[config.mk]
export PLATFORM = sky130hd
export DESIGN_NAME = ahb_sync_sram
export DESIGN_NICKNAME = d
export VERILOG_FILES = /design/src/rtl/ahb_sync_sram.sv
export SDC_FILE = /design/constraint.sdc
export NUM_CORES = 1
export LEC_CHECK = 0
export ABC_AREA = 0
export ABC_CLOCK_PERIOD_IN_PS = 2300
export BUFFER_PORTS_ARGS = -buffer_cell sky130_fd_sc_hd__buf_2
export CORE_ASPECT_RATIO = 0.6
export CORE_UTILIZATION = 30
export CTS_BUF_LIST = sky130_fd_sc_hd__clkbuf_8 sky130_fd_sc_hd__clkbuf_16
export DETAILED_ROUTE_END_ITERATION = 7
export PLACE_DENSITY = 0.65
export SYNTH_ARGS = -nofsm -noshare
export SYNTH_HDL_FRONTEND = slang
export SYNTH_SLANG_ARGS = --single-unit
[constraint.sdc]
create_clock -name clk -period 2.3 [get_ports clk]
set_input_delay 0.345 -clock clk [delete_from_list [all_inputs] [get_ports clk]]
set_output_delay 0.345 -clock clk [all_outputs]
set_load 0.01 [all_outputs]
[src/rtl/ahb_sync_sram.sv]
// ahb_sync_sram: zero-wait-state AHB-Lite slave in front of a byte-enabled 1-cycle-latency synchronous SRAM
//   clk, rst_n                    : clock, async active-low reset
//   ahbls_*                       : AHB-Lite slave port (hburst/hprot/hmastlock ignored)
//   sram_addr/wen/wdata, sram_rdata : single-port SRAM, byte write enables, read data one cycle after address
// A write data phase that collides with a read address phase parks in a one-entry buffer,
// which drains on the next cycle without a read and is forwarded to reads that hit it.
module ahb_sync_sram #(
  parameter int W_DATA = 32,
  parameter int W_ADDR = 32,
  parameter int DEPTH  = 1 << 11
) (
  input  logic                     clk,
  input  logic                     rst_n,
  input  logic                     ahbls_hready,
  output logic                     ahbls_hready_resp,
  output logic                     ahbls_hresp,
  input  logic [W_ADDR-1:0]        ahbls_haddr,
  input  logic                     ahbls_hwrite,
  input  logic [1:0]               ahbls_htrans,
  input  logic [2:0]               ahbls_hsize,
  input  logic [2:0]               ahbls_hburst,
  input  logic [3:0]               ahbls_hprot,
  input  logic                     ahbls_hmastlock,
  input  logic [W_DATA-1:0]        ahbls_hwdata,
  output logic [W_DATA-1:0]        ahbls_hrdata,
  output logic [$clog2(DEPTH)-1:0] sram_addr,
  output logic [W_DATA/8-1:0]      sram_wen,
  output logic [W_DATA-1:0]        sram_wdata,
  input  logic [W_DATA-1:0]        sram_rdata
);
  localparam int AW = $clog2(DEPTH);
  localparam int NB = W_DATA / 8;
  logic          valid, wr_ap, rd_ap, wph, rph, buf_valid, hit, unused_ok;
  logic [AW-1:0] a_idx, w_addr, r_addr, buf_addr;
  logic [NB-1:0] a_mask, w_mask, buf_mask;
  logic [W_DATA-1:0] buf_data;
  assign valid = ahbls_hready & ahbls_htrans[1];
  assign wr_ap = valid & ahbls_hwrite;
  assign rd_ap = valid & ~ahbls_hwrite;
  assign a_idx = ahbls_haddr[2 +: AW];
  assign a_mask = ahbls_hsize[2:1] != 2'b00 ? 4'hf :
                  ahbls_hsize[0] ? (ahbls_haddr[1] ? 4'hc : 4'h3) : 4'h1 << ahbls_haddr[1:0];
  assign ahbls_hready_resp = 1'b1;
  assign ahbls_hresp = 1'b0;
  assign unused_ok = ^{ahbls_hburst, ahbls_hprot, ahbls_hmastlock, ahbls_haddr[W_ADDR-1:AW+2]};
  always_ff @(posedge clk or negedge rst_n)
    if (!rst_n) begin
      wph       <= 1'b0;
      rph       <= 1'b0;
      buf_valid <= 1'b0;
      w_addr    <= '0;
      r_addr    <= '0;
      buf_addr  <= '0;
      w_mask    <= '0;
      buf_mask  <= '0;
      buf_data  <= '0;
    end else begin
      wph <= wr_ap;
      rph <= rd_ap;
      if (wr_ap) begin
        w_addr <= a_idx;
        w_mask <= a_mask;
      end
      if (rd_ap) r_addr <= a_idx;
      if (wph && rd_ap) begin
        buf_valid <= 1'b1;
        buf_addr  <= w_addr;
        buf_mask  <= w_mask;
        buf_data  <= ahbls_hwdata;
      end else if (!rd_ap) buf_valid <= 1'b0;
    end
  always_comb begin
    sram_addr  = rd_ap ? a_idx : wph ? w_addr : buf_valid ? buf_addr : a_idx;
    sram_wen   = rd_ap ? '0 : wph ? w_mask : buf_valid ? buf_mask : '0;
    sram_wdata = wph ? ahbls_hwdata : buf_data;
  end
  assign hit = buf_valid && buf_addr == r_addr;
  for (genvar i = 0; i < NB; i++) begin : g_lane
    assign ahbls_hrdata[8*i +: 8] = !rph ? 8'h00 :
                                    (hit && buf_mask[i]) ? buf_data[8*i +: 8] : sram_rdata[8*i +: 8];
  end
endmodule

# Word-level counts from Yosys, hierarchy flattened
# Index checks and enable logic that the tools add are counted.
# totals
in_bits,113
register_bits,76
wordCells,43
# op_classes
shifts,1
n_mux,20
n_eq_ne,2
reduce_logical,7
bitwise,4
# op_table
op,count
8-bit two-way mux,8
11-bit two-way mux,3
32-bit two-way mux,1
4-bit two-way mux,6
11-bit == test,1
1-bit logical AND,6
"1-bit by 2-bit << shifter with 4-bit output, first input constant",1
1-bit bitwise AND,3
1-bit two-way mux,2
"2-bit by 1-bit inequality test with 1-bit output, second input constant",1
2-bit nonzero test,1
1-bit inverter,1

# Depth between registers and ports, before layout
# Gate-level depths: netlist of the first run.
# depth
word_depth,5
ltp_mapped,6

# Worst setup path after synthesis of the first run
# No wires, ideal clock.
# synth_path
kind,reg-to-output
start,reg r_addr[5]
end,out ahbls_hrdata[0]
required_ns,1.955
t_arrival_ns,1.717
stages_incl_launch_ff,5
setup_slack_ns,0.238
path_buffers,0
cell_sequence,dfrtp_1 > xnor2_2 > nand4_4 > nor4_4 > mux2i_1
# synth_between
elab_chain_len,5
# synth_lines
element,line,text
"start, declared",34,"logic [AW-1:0] a_idx, w_addr, r_addr, buf_addr;"
"start signal, assigned",64,if (rd_ap) r_addr <= a_idx;
11-bit == test,77,assign hit = buf_valid && buf_addr == r_addr;
1-bit logical AND,77,
1-bit logical AND,80,(hit && buf_mask[i]) ? buf_data[8*i +: 8] : sram_rdata[8*i +: 8];
8-bit two-way mux,80,
8-bit two-way mux,79,assign ahbls_hrdata[8*i +: 8] = !rph ? 8'h00 :
"end, declared",25,"output logic [W_DATA-1:0] ahbls_hrdata,"
# Every way passes these cells.

# Worst setup path in the final report of the first run
# layout_path
start,reg r_addr[7]
end,out ahbls_hrdata[25]
# Same word-level chain as after synthesis.

==> metrics.txt, run 1 <==
synthesized area=around 4400 um^2; clk_lat worst skew=between 0.3 and 0.4 ns; critical path required time=1.96 ns; Post-synth ARST share=1.00; 1st-iter DRT viols=140; CTS max path bufs=2; drt wl/cell=14.8 um; synthesis-to-finish area growth=32.3%; syn_area_per_cell=just over 10 um^2; DIE AREA=~15000 um^2; # port buffers=around 160; Hold Crit Class=primary input to async pin; critical path, cell by cell=xnor2_2 > nand4_4 > nor4_4 > buf_12 > mux2i_1 > buf_2; crit path max fanout=8; clock buffer count from CTS=9; crit path launch type=flip-flop; dpl ws=0.149 ns; Arrival @ worst endpoint=2.10 ns; Core ar.=between 10000 and 15000 um^2; failing checks=hold timing, setup timing; initial antenna violation count=0; Routed Antenna Nets=0; Mapped Nets=550; clk root buf=clkbuf_16; die extent in x=159 um; highest clock rate=between 400 and 500 MHz; EDFF count, synth=0; GR Util All Layers=0.158; CTS tree=done; cell area after placement=5560 um^2; Fillers=1416; Total Neg Setup Slack=-3.57 ns; status=complete, but fails checks; yosys warns=0; Top FF cell, synth=dfrtp_1; Power Dens Cells=707 nW/um^2; ant diodes=0; Post-Syn Instances=between 400 and 500; vias in the first global route=3594; Final Net Count=about 700; crit path buf inv count=2; Worst Tran Pin Value=between 0.5 and 0.6 ns; Worst-path clk slew=0.05 ns; Crit-path slowest cell=dfrtp_1; fin. max-slew vios=0; setup ws final=-0.147 ns; Rel. slew slack=0.637; 1st-pass router iterations=4; num ports=194; dpl hpwl=approximately 9 mm; final routed DRC violation total=0; vias per cell=4.70; Pleak=just under 3 nW; post-synthesis sequential area ratio=0.429; Synth Register Bits=between 70 and 80; DR vias=between 3000 and 4000; total grt overflow=0; Final min period=2.45 ns; largest net degree at the start of global routing=42; multi-input combinational cell area=between 2000 and 2500 um^2; Hold WS=-0.0156 ns; routability cong.=just under 0.9; final setup fails=32; first-pass GRT wire length=~19 mm; final hold viol count=6; CP max stage delay=~0.4 ns; # rows=34; share of layout cells above drive strength 1=0.358; Post-Route WL=11.8 mm; Max Cap Viol=0; Clock Sink Count=76; H-tree levels=3; Design Area, Final=5870 um^2; # hold bufs at CTS=0; Distinct cells, synth=28; Initial Util=0.307; Setup crit end kind=output pin; Die H=96.2 um; Top Family by Delay on Critical Path=simple AND/OR/NAND/NOR gates; Peak VDD IR=0.337 mV; CP Class=flip-flop to output pin; RSZ-0062 raised after global routing=true; fin crit share=1.06; skew final=~0.0074 ns; storage element area=between 1500 and 2000 um^2
==> flip-flops by register name (all words and copies together), names as in the netlist <==
register,flops
w_addr,11
r_addr,11
wph,1
w_mask,4
buf_mask,4
rph,1
buf_valid,1
buf_data,32
buf_addr,11
==> worst reg2reg max path: cells and delay by family, from the launching register on <==
kind,cells,cell delay (ns)
buf+inv,1,0.41
flops,1,0.56
simple gates,1,0.12
mux,1,0.39
==> what timing repair did <==
item,in CTS,in global routing
buffers inserted,0,1
hold endpoints to repair,0,0
gates resized for setup,2,2
endpoints found under the setup margin,32,63
==> cells by family after synthesis <==
group	Yosys count	share of synthesized area
simple gates	159	0.166
mux	111	0.273
flops	76	0.429
compound gates	44	0.0567
buf+inv	34	0.0445
xor+xnor	11	0.0302
other cells	2	0.00169
==> power breakdown <==
| group | internal, mW | switching, mW |
|---|---|---|
| combinational | 0.514 | 0.480 |
| clock | 0.859 | 0.529 |
| sequential | 1.58 | 0.195 |
==> metal layers <==
metal | GRT usage | routed length (um) | vias up | share of wire
met5 | 0 | 0 | - | 0
met4 | 0.0569 | 136 | 0 | 0.011
met2 | 0.243 | 5280 | 154 | 0.45
met1 | 0.218 | 5640 | 1783 | 0.48
li1 | - | - | 1820 | -
met3 | 0.0336 | 791 | 15 | 0.067
==> cell type report <==
| type | instances | share of cell area |
|---|---|---|
| Timing Repair Buffer | 179 | 0.170 |
| Tap cell | 198 | 0.0422 |
| Sequential cell | 76 | 0.324 |
| Clock buffer | 10 | 0.0407 |
| Multi-Input combinational cell | 327 | 0.399 |
| Inverter | 7 | 0.0139 |
| Clock inverter | 5 | 0.00938 |
==> stage by stage <==
step	power (mW)	util	std cells
floorplan	2.39	-	437
global placement	2.74	0.384	786
detailed placement	2.79	0.384	786
CTS	4.23	0.405	801
global route	4.40	0.406	802
finish	4.15	0.406	802
==> path summary, 6_finish.rpt <==
check                                 startpoint                  endpoint  slack (ns)  cells after the start
max in group asynchronous                  rst_n             rph$_DFF_PN0_        1.72                      2
hold / removal                             rst_n  buf_data[11]$_DFFE_PN0P_       -0.02                      1
min in group clk                ahbls_hwdata[25]  buf_data[25]$_DFFE_PN0P_        0.24                      2
setup / recovery           r_addr[7]$_DFFE_PN0P_          ahbls_hrdata[25]       -0.15                      6
hold reg to reg            r_addr[2]$_DFFE_PN0P_     r_addr[2]$_DFFE_PN0P_        0.50                      2
setup reg to reg                   wph$_DFF_PN0_  buf_data[10]$_DFFE_PN0P_        0.69                      3
==> cell usage after synthesis (2+ instances only) <==
library cell | n | area share
a21oi_1 | 18 | 0.020
and3_1 | 4 | 0.0056
buf_1 | 4 | 0.0034
buf_2 | 6 | 0.0068
buf_4 | 2 | 0.0034
bufinv_8 | 4 | 0.016
clkbuf_1 | 15 | 0.013
conb_1 | 2 | 0.0017
dfrtp_1 | 76 | 0.43
inv_2 | 3 | 0.0025
mux2_1 | 79 | 0.20
mux2i_1 | 32 | 0.072
nand2_1 | 133 | 0.11
nand3b_1 | 2 | 0.0034
nand4_4 | 2 | 0.0096
nor2_1 | 9 | 0.0076
nor4_4 | 4 | 0.019
o21ai_0 | 3 | 0.0034
o22ai_1 | 21 | 0.030
xnor2_1 | 6 | 0.012
xnor2_2 | 5 | 0.018
==> placed cells by master, fill, tap and decap left out, drive strengths merged, types with 2 or more instances in the layout <==
cell type and instances:
a21oi 18, nand3b 2, xnor2 11, clkinv 2, bufinv 5, inv 4, dfrtp 76, conb 2
o21ai 3, and3 4, nand4 3, nand2 133, o22ai 21, nor2 9, buf 179, nor4 4
mux2 79, mux2i 32, clkbuf 10
Power figures use the tool's default switching activity.
==> run 2: changes to the inputs <==
CELL_PAD_IN_SITES_DETAIL_PLACEMENT = 0   (was unset)
CELL_PAD_IN_SITES_GLOBAL_PLACEMENT = 1   (was unset)
PLACE_DENSITY = 0.8   (was 0.65)
==> metrics.txt, run 2 (synthesized netlist as in run 1, its figures left out) <==
reg2reg setup slack=0.66 ns (was 0.69 ns); vias in the first global route=3570 (was 3594); GR Util All Layers=0.153 (was 0.158); Largest register FFs=32 (unchanged); Total Neg Setup Slack=-4.66 ns (was -3.57 ns); Fillers=1458 (was 1416); Hold Crit Class=primary input to async pin (unchanged); highest clock rate=399 MHz (was 409 MHz); reg2reg path depth=3 (unchanged); final routed DRC violation total=0 (unchanged); status=complete, but fails checks (unchanged); drt wl/cell=14.8 um (about the same); vias per cell=4.67 (was 4.70); Max Cap Viol=0 (unchanged); most frequent cells in the layout=162 x buf_2, 131 x nand2_1, 79 x mux2_1, 74 x dfrtp_1, 31 x mux2i_1 (was 162 x buf_2, 131 x nand2_1, 79 x mux2_1, 74 x dfrtp_1, 32 x mux2i_1); Final Net Count=713 (unchanged); Arrival @ worst endpoint=2.16 ns (was 2.10 ns); Pleak=2.93 nW (was 2.89 nW); largest net degree at the start of global routing=49 (was 42); dpl hpwl=8.66 mm (was 8.76 mm); synthesis-to-finish area growth=34.5% (was 32.3%); Post-Route WL=11.9 mm (was 11.8 mm); crit path max fanout=8 (unchanged); H-tree levels=3 (unchanged); share of layout cells above drive strength 1=0.365 (was 0.358); setup ws final=-0.205 ns (was -0.147 ns); final setup fails=32 (unchanged); crit path launch type=flip-flop (unchanged); Initial Util=0.307 (unchanged); # rows=34 (unchanged); clock buffer count from CTS=9 (unchanged); clock power share=0.372 (was 0.334); DR vias=3752 (was 3772); Switching Power=1.24 mW (was 1.20 mW); Setup crit end kind=output pin (unchanged); die extent in x=159 um (unchanged); Hold WS=0.0367 ns (was -0.0156 ns); Power Dens Cells=743 nW/um^2 (was 707 nW/um^2); 1st-iter DRT viols=180 (was 140); Placed Cells=786 (unchanged); post-route non-filler standard cell count=803 (was 802); CTS max path bufs=2 (unchanged); Reg-to-Reg End=buf_addr[6]$_DFFE_PN0P_ (was buf_data[10]$_DFFE_PN0P_); Flop pwr share=0.402 (was 0.426); Routed Antenna Nets=0 (unchanged); Core ar.=14500 um^2 (unchanged); Worst-path clk slew=0.06 ns (was 0.05 ns); critical path required time=1.96 ns (about the same); 1st-pass router iterations=4 (unchanged); clk root buf=clkbuf_16 (unchanged); fin crit share=1.09 (was 1.06); Final min period=2.51 ns (was 2.45 ns); Peak VDD IR=0.304 mV (was 0.337 mV); RR Startpoint=wph$_DFF_PN0_ (unchanged); first-pass GRT wire length=18.4 mm (was 18.6 mm); fin. max-slew vios=0 (unchanged); ant diodes=0 (unchanged); num ports=194 (unchanged); failing checks=setup timing (was hold timing, setup timing); Rel. slew slack=0.574 (was 0.637); CP Class=flip-flop to output pin (unchanged); # port buffers=163 (unchanged); routability cong.=0.777 (was 0.868); Gate power share=0.227 (was 0.239); CTS tree=done (unchanged); Reg with most FFs=buf_data (unchanged); most common cell after layout, fill and taps aside=buf_2 (unchanged); switching share of power=0.281 (was 0.290); final hold viol count=0 (was 6); Die H=96.2 um (unchanged); DIE AREA=15300 um^2 (unchanged); clk_lat worst skew=0.33 ns (about the same); Worst Tran Pin Value=0.639 ns (was 0.545 ns); internal power=3.19 mW (was 2.95 mW); skew final=0.00683 ns (was 0.00738 ns); total grt overflow=0 (unchanged); Clock Sink Count=76 (unchanged); # hold bufs at CTS=0 (unchanged); RSZ-0062 raised after global routing=true (unchanged); initial antenna violation count=0 (unchanged)
## run 2: cell types whose count changed in the layout (fill, tap and decap cells not counted), moves of 2 or more
cell,before,now
buf_12,4,6
buf_6,3,0
xnor2_2,5,7
xnor2_1,6,4
bufinv_16,1,3
## run 2: worst max path at each step
| stage | start | to | slack, ns | cells past startpoint |
|---|---|---|---|---|
| after detailed placement | buf_addr[10]$_DFFE_PN0P_ | ahbls_hrdata[18] | 0.14 | 6 |
| after floorplan | r_addr[5]$_DFFE_PN0P_ | ahbls_hrdata[0] | 0.24 | 4 |
| after global routing | buf_addr[9]$_DFFE_PN0P_ | ahbls_hrdata[18] | -0.33 | 6 |
| after global placement | buf_addr[10]$_DFFE_PN0P_ | ahbls_hrdata[5] | 0.18 | 6 |
| after CTS | r_addr[9]$_DFFE_PN0P_ | ahbls_hrdata[18] | -0.22 | 6 |
| final | buf_addr[9]$_DFFE_PN0P_ | ahbls_hrdata[18] | -0.21 | 6 |
## run 2: layout make-up
cell class / count / area, um^2 / area share
clock inverter: 6 / 111 / 0.0187
timing repair buffer: 179 / 1010 / 0.170
inverter: 7 / 81.3 / 0.0136
sequential: 76 / 1900 / 0.319
clock buffer: 10 / 239 / 0.0400
tap: 198 / 248 / 0.0415
multi-input combinational: 327 / 2370 / 0.397
## run 2: per-stage QoR
step	util	worst slack, ns	power [mW]	instance area, um^2
3_3_place_gp	0.386	0.178	2.75	5580
3_5_place_dp	0.386	0.136	2.79	5580
4_1_cts	0.411	-0.220	4.48	5950
2_1_floorplan	-	0.238	2.39	4440
6_report	0.413	-0.205	4.43	5970
5_1_grt	0.413	-0.333	4.67	5970
## run 2: per-layer routing
layer / GRT usage / vias to the layer above / routed length, um
met5: 0 / - / 0
met4: 0.0433 / 0 / 112
met3: 0.0375 / 10 / 552
met2: 0.237 / 107 / 5270
met1: 0.213 / 1816 / 5930
li1: - / 1819 / -
## run 2: what timing repair did
action                                  4_1_cts  5_1_grt
setup buffers                                 1        0
pin swaps                                     2        5
endpoints found under the setup margin       32       34
gates cloned                                  0        0
resized for setup                             1        4
## run 2: power groups by stage
stage	Clock (mW)	Combinational, mW	Sequential, mW
2_1_floorplan	0	0.660	1.73
3_3_place_gp	0	0.971	1.78
3_5_place_dp	0	0.988	1.80
4_1_cts	1.69	1.01	1.78
5_1_grt	1.74	1.11	1.81
6_report	1.65	1.01	1.78
## run 2: worst max-delay path, cell delays in order, from the launching register on
cell	delay, ns
dfrtp_1	0.43
xnor2_2	0.24
nand4_4	0.22
nor4_4	0.39
buf_12	0.18
mux2i_2	0.21
buf_2	0.16
==> run 3: changes to the inputs <==
CORE_UTILIZATION = 35   (was 30)
PLACE_DENSITY = 0.9   (was 0.8)
==> metrics.txt, run 3 (synthesized netlist as in run 1, its figures left out) <==
Reg with most FFs=buf_data (unchanged); share of layout cells above drive strength 1=0.366 (was 0.365); Power Dens Cells=708 nW/um^2 (was 743 nW/um^2); fin crit share=1.05 (was 1.09); Hold WS=0.137 ns (was 0.0367 ns); Pleak=2.88 nW (was 2.93 nW); most common cell after layout, fill and taps aside=buf_2 (unchanged); crit path launch type=flip-flop (unchanged); most frequent cells in the layout=162 x buf_2, 130 x nand2_1, 79 x mux2_1, 74 x dfrtp_1, 32 x mux2i_1 (was 162 x buf_2, 131 x nand2_1, 79 x mux2_1, 74 x dfrtp_1, 31 x mux2i_1); DIE AREA=13100 um^2 (was 15300 um^2); num ports=194 (unchanged); final setup fails=32 (unchanged); fin. max-slew vios=0 (unchanged); status=complete, but fails checks (unchanged); final hold viol count=0 (unchanged); CTS tree=done (unchanged); vias per cell=4.97 (was 4.67); 1st-iter DRT viols=179 (was 180); final routed DRC violation total=0 (unchanged); clk_lat worst skew=0.33 ns (about the same); Final min period=2.42 ns (was 2.51 ns); DR vias=3820 (was 3752); CP Class=flip-flop to output pin (unchanged); Hold Crit Class=primary input to async pin (unchanged); Clock Sink Count=76 (unchanged); Final Util=0.478 (was 0.413); Design Area, Final=5840 um^2 (was 5970 um^2); clock buffer count from CTS=9 (unchanged); skew final=0.00686 ns (was 0.00683 ns); setup bufs post-CTS=0 (was 1); total grt overflow=0 (unchanged); Worst-path clk slew=0.06 ns (about the same); H-tree levels=3 (unchanged); die extent in x=147 um (was 159 um); # rows=31 (was 34); first-pass GRT wire length=18.6 mm (was 18.4 mm); reg2reg setup slack=0.79 ns (was 0.66 ns); storage element area=1900 um^2 (unchanged); Core ar.=12200 um^2 (was 14500 um^2); Final Net Count=712 (was 713); Largest register FFs=32 (unchanged); GR Util All Layers=0.183 (was 0.153); routability cong.=0.786 (was 0.777); Rel. slew slack=0.393 (was 0.574); clk root buf=clkbuf_16 (unchanged); crit path max fanout=8 (unchanged); Peak VDD IR=0.388 mV (was 0.304 mV); ant diodes=0 (unchanged); drt wl/cell=15.5 um (was 14.8 um); largest net degree at the start of global routing=72 (was 49); dpl hpwl=8.58 mm (was 8.66 mm); failing checks=setup timing (unchanged); Max Cap Viol=0 (unchanged); Setup crit end kind=output pin (unchanged); RSZ-0062 raised after global routing=true (unchanged); Post-Route WL=11.9 mm (about the same); 1st-pass router iterations=4 (unchanged); highest clock rate=413 MHz (was 399 MHz); Total Neg Setup Slack=-3.13 ns (was -4.66 ns); Initial Util=0.363 (was 0.307); initial antenna violation count=0 (unchanged); synthesis-to-finish area growth=31.5% (was 34.5%); Routed Antenna Nets=0 (unchanged); Worst Tran Pin Value=0.910 ns (was 0.639 ns); setup ws final=-0.124 ns (was -0.205 ns); # port buffers=163 (unchanged); Arrival @ worst endpoint=2.08 ns (was 2.16 ns); Fillers=1151 (was 1458); cell area after placement=5510 um^2 (was 5580 um^2); multi-input combinational cell area=2380 um^2 (was 2370 um^2); Die H=89.2 um (was 96.2 um); CTS max path bufs=2 (unchanged); critical path required time=1.96 ns (about the same); Pwr Total=4.13 mW (was 4.43 mW); vias in the first global route=3615 (was 3570)
==> run 3: path summary, 6_finish.rpt <==
kind	from	end	cells after the start
setup / recovery	r_addr[0]$_DFFE_PN0P_	ahbls_hrdata[17]	6
hold / removal	rst_n	w_addr[8]$_DFFE_PN0P_	1
setup reg to reg	wph$_DFF_PN0_	buf_addr[6]$_DFFE_PN0P_	3
hold reg to reg	r_addr[4]$_DFFE_PN0P_	r_addr[4]$_DFFE_PN0P_	2
max in group asynchronous	rst_n	rph$_DFF_PN0_	1
min in group clk	ahbls_hwdata[2]	buf_data[2]$_DFFE_PN0P_	2
==> run 3: timing repair <==
item,in CTS,in global routing
setup endpoints to repair,32,37
pin swaps,1,0
resized for setup,4,3
hold buffers,0,0
==> run 3: metal layers <==
| metal | part of all wire | GRT usage | vias to the layer above | wire length (um) |
|---|---|---|---|---|
| met4 | 0.012 | 0.0562 | 0 | 137 |
| met3 | 0.058 | 0.0418 | 14 | 684 |
| met5 | 0 | 0 | - | 0 |
| met1 | 0.49 | 0.264 | 1855 | 5820 |
| li1 | - | - | 1820 | - |
| met2 | 0.44 | 0.274 | 131 | 5260 |
==> run 3: where the power goes <==
part / total, mW / internal, mW / switching [mW]
combinational: 1.01 / 0.522 / 0.485
clock: 1.34 / 0.744 / 0.599
sequential: 1.78 / 1.58 / 0.209
==> run 3: per-stage QoR <==
| step | instances | worst slack [ns] |
|---|---|---|
| 4_1_cts | 769 | -0.165 |
| 2_1_floorplan | 437 | 0.238 |
| 5_1_grt | 769 | -0.258 |
| 6_report | 769 | -0.124 |
| 3_5_place_dp | 753 | 0.162 |
| 3_3_place_gp | 753 | 0.176 |
==> run 3: layout make-up <==
class	count	area share
multi-input combinational	327	0.407
sequential	76	0.326
timing repair buffer	178	0.169
clock buffer	9	0.0386
tap	165	0.0354
inverter	7	0.0139
clock inverter	7	0.0101
==> run 3: worst max-delay path, stage by stage, from the launching register on <==
cell and delay, ns:
dfrtp_1 0.41, xnor2_2 0.22, nand4_4 0.21, nor4_4 0.35, buf_6 0.20, mux2i_1 0.20, buf_2 0.15
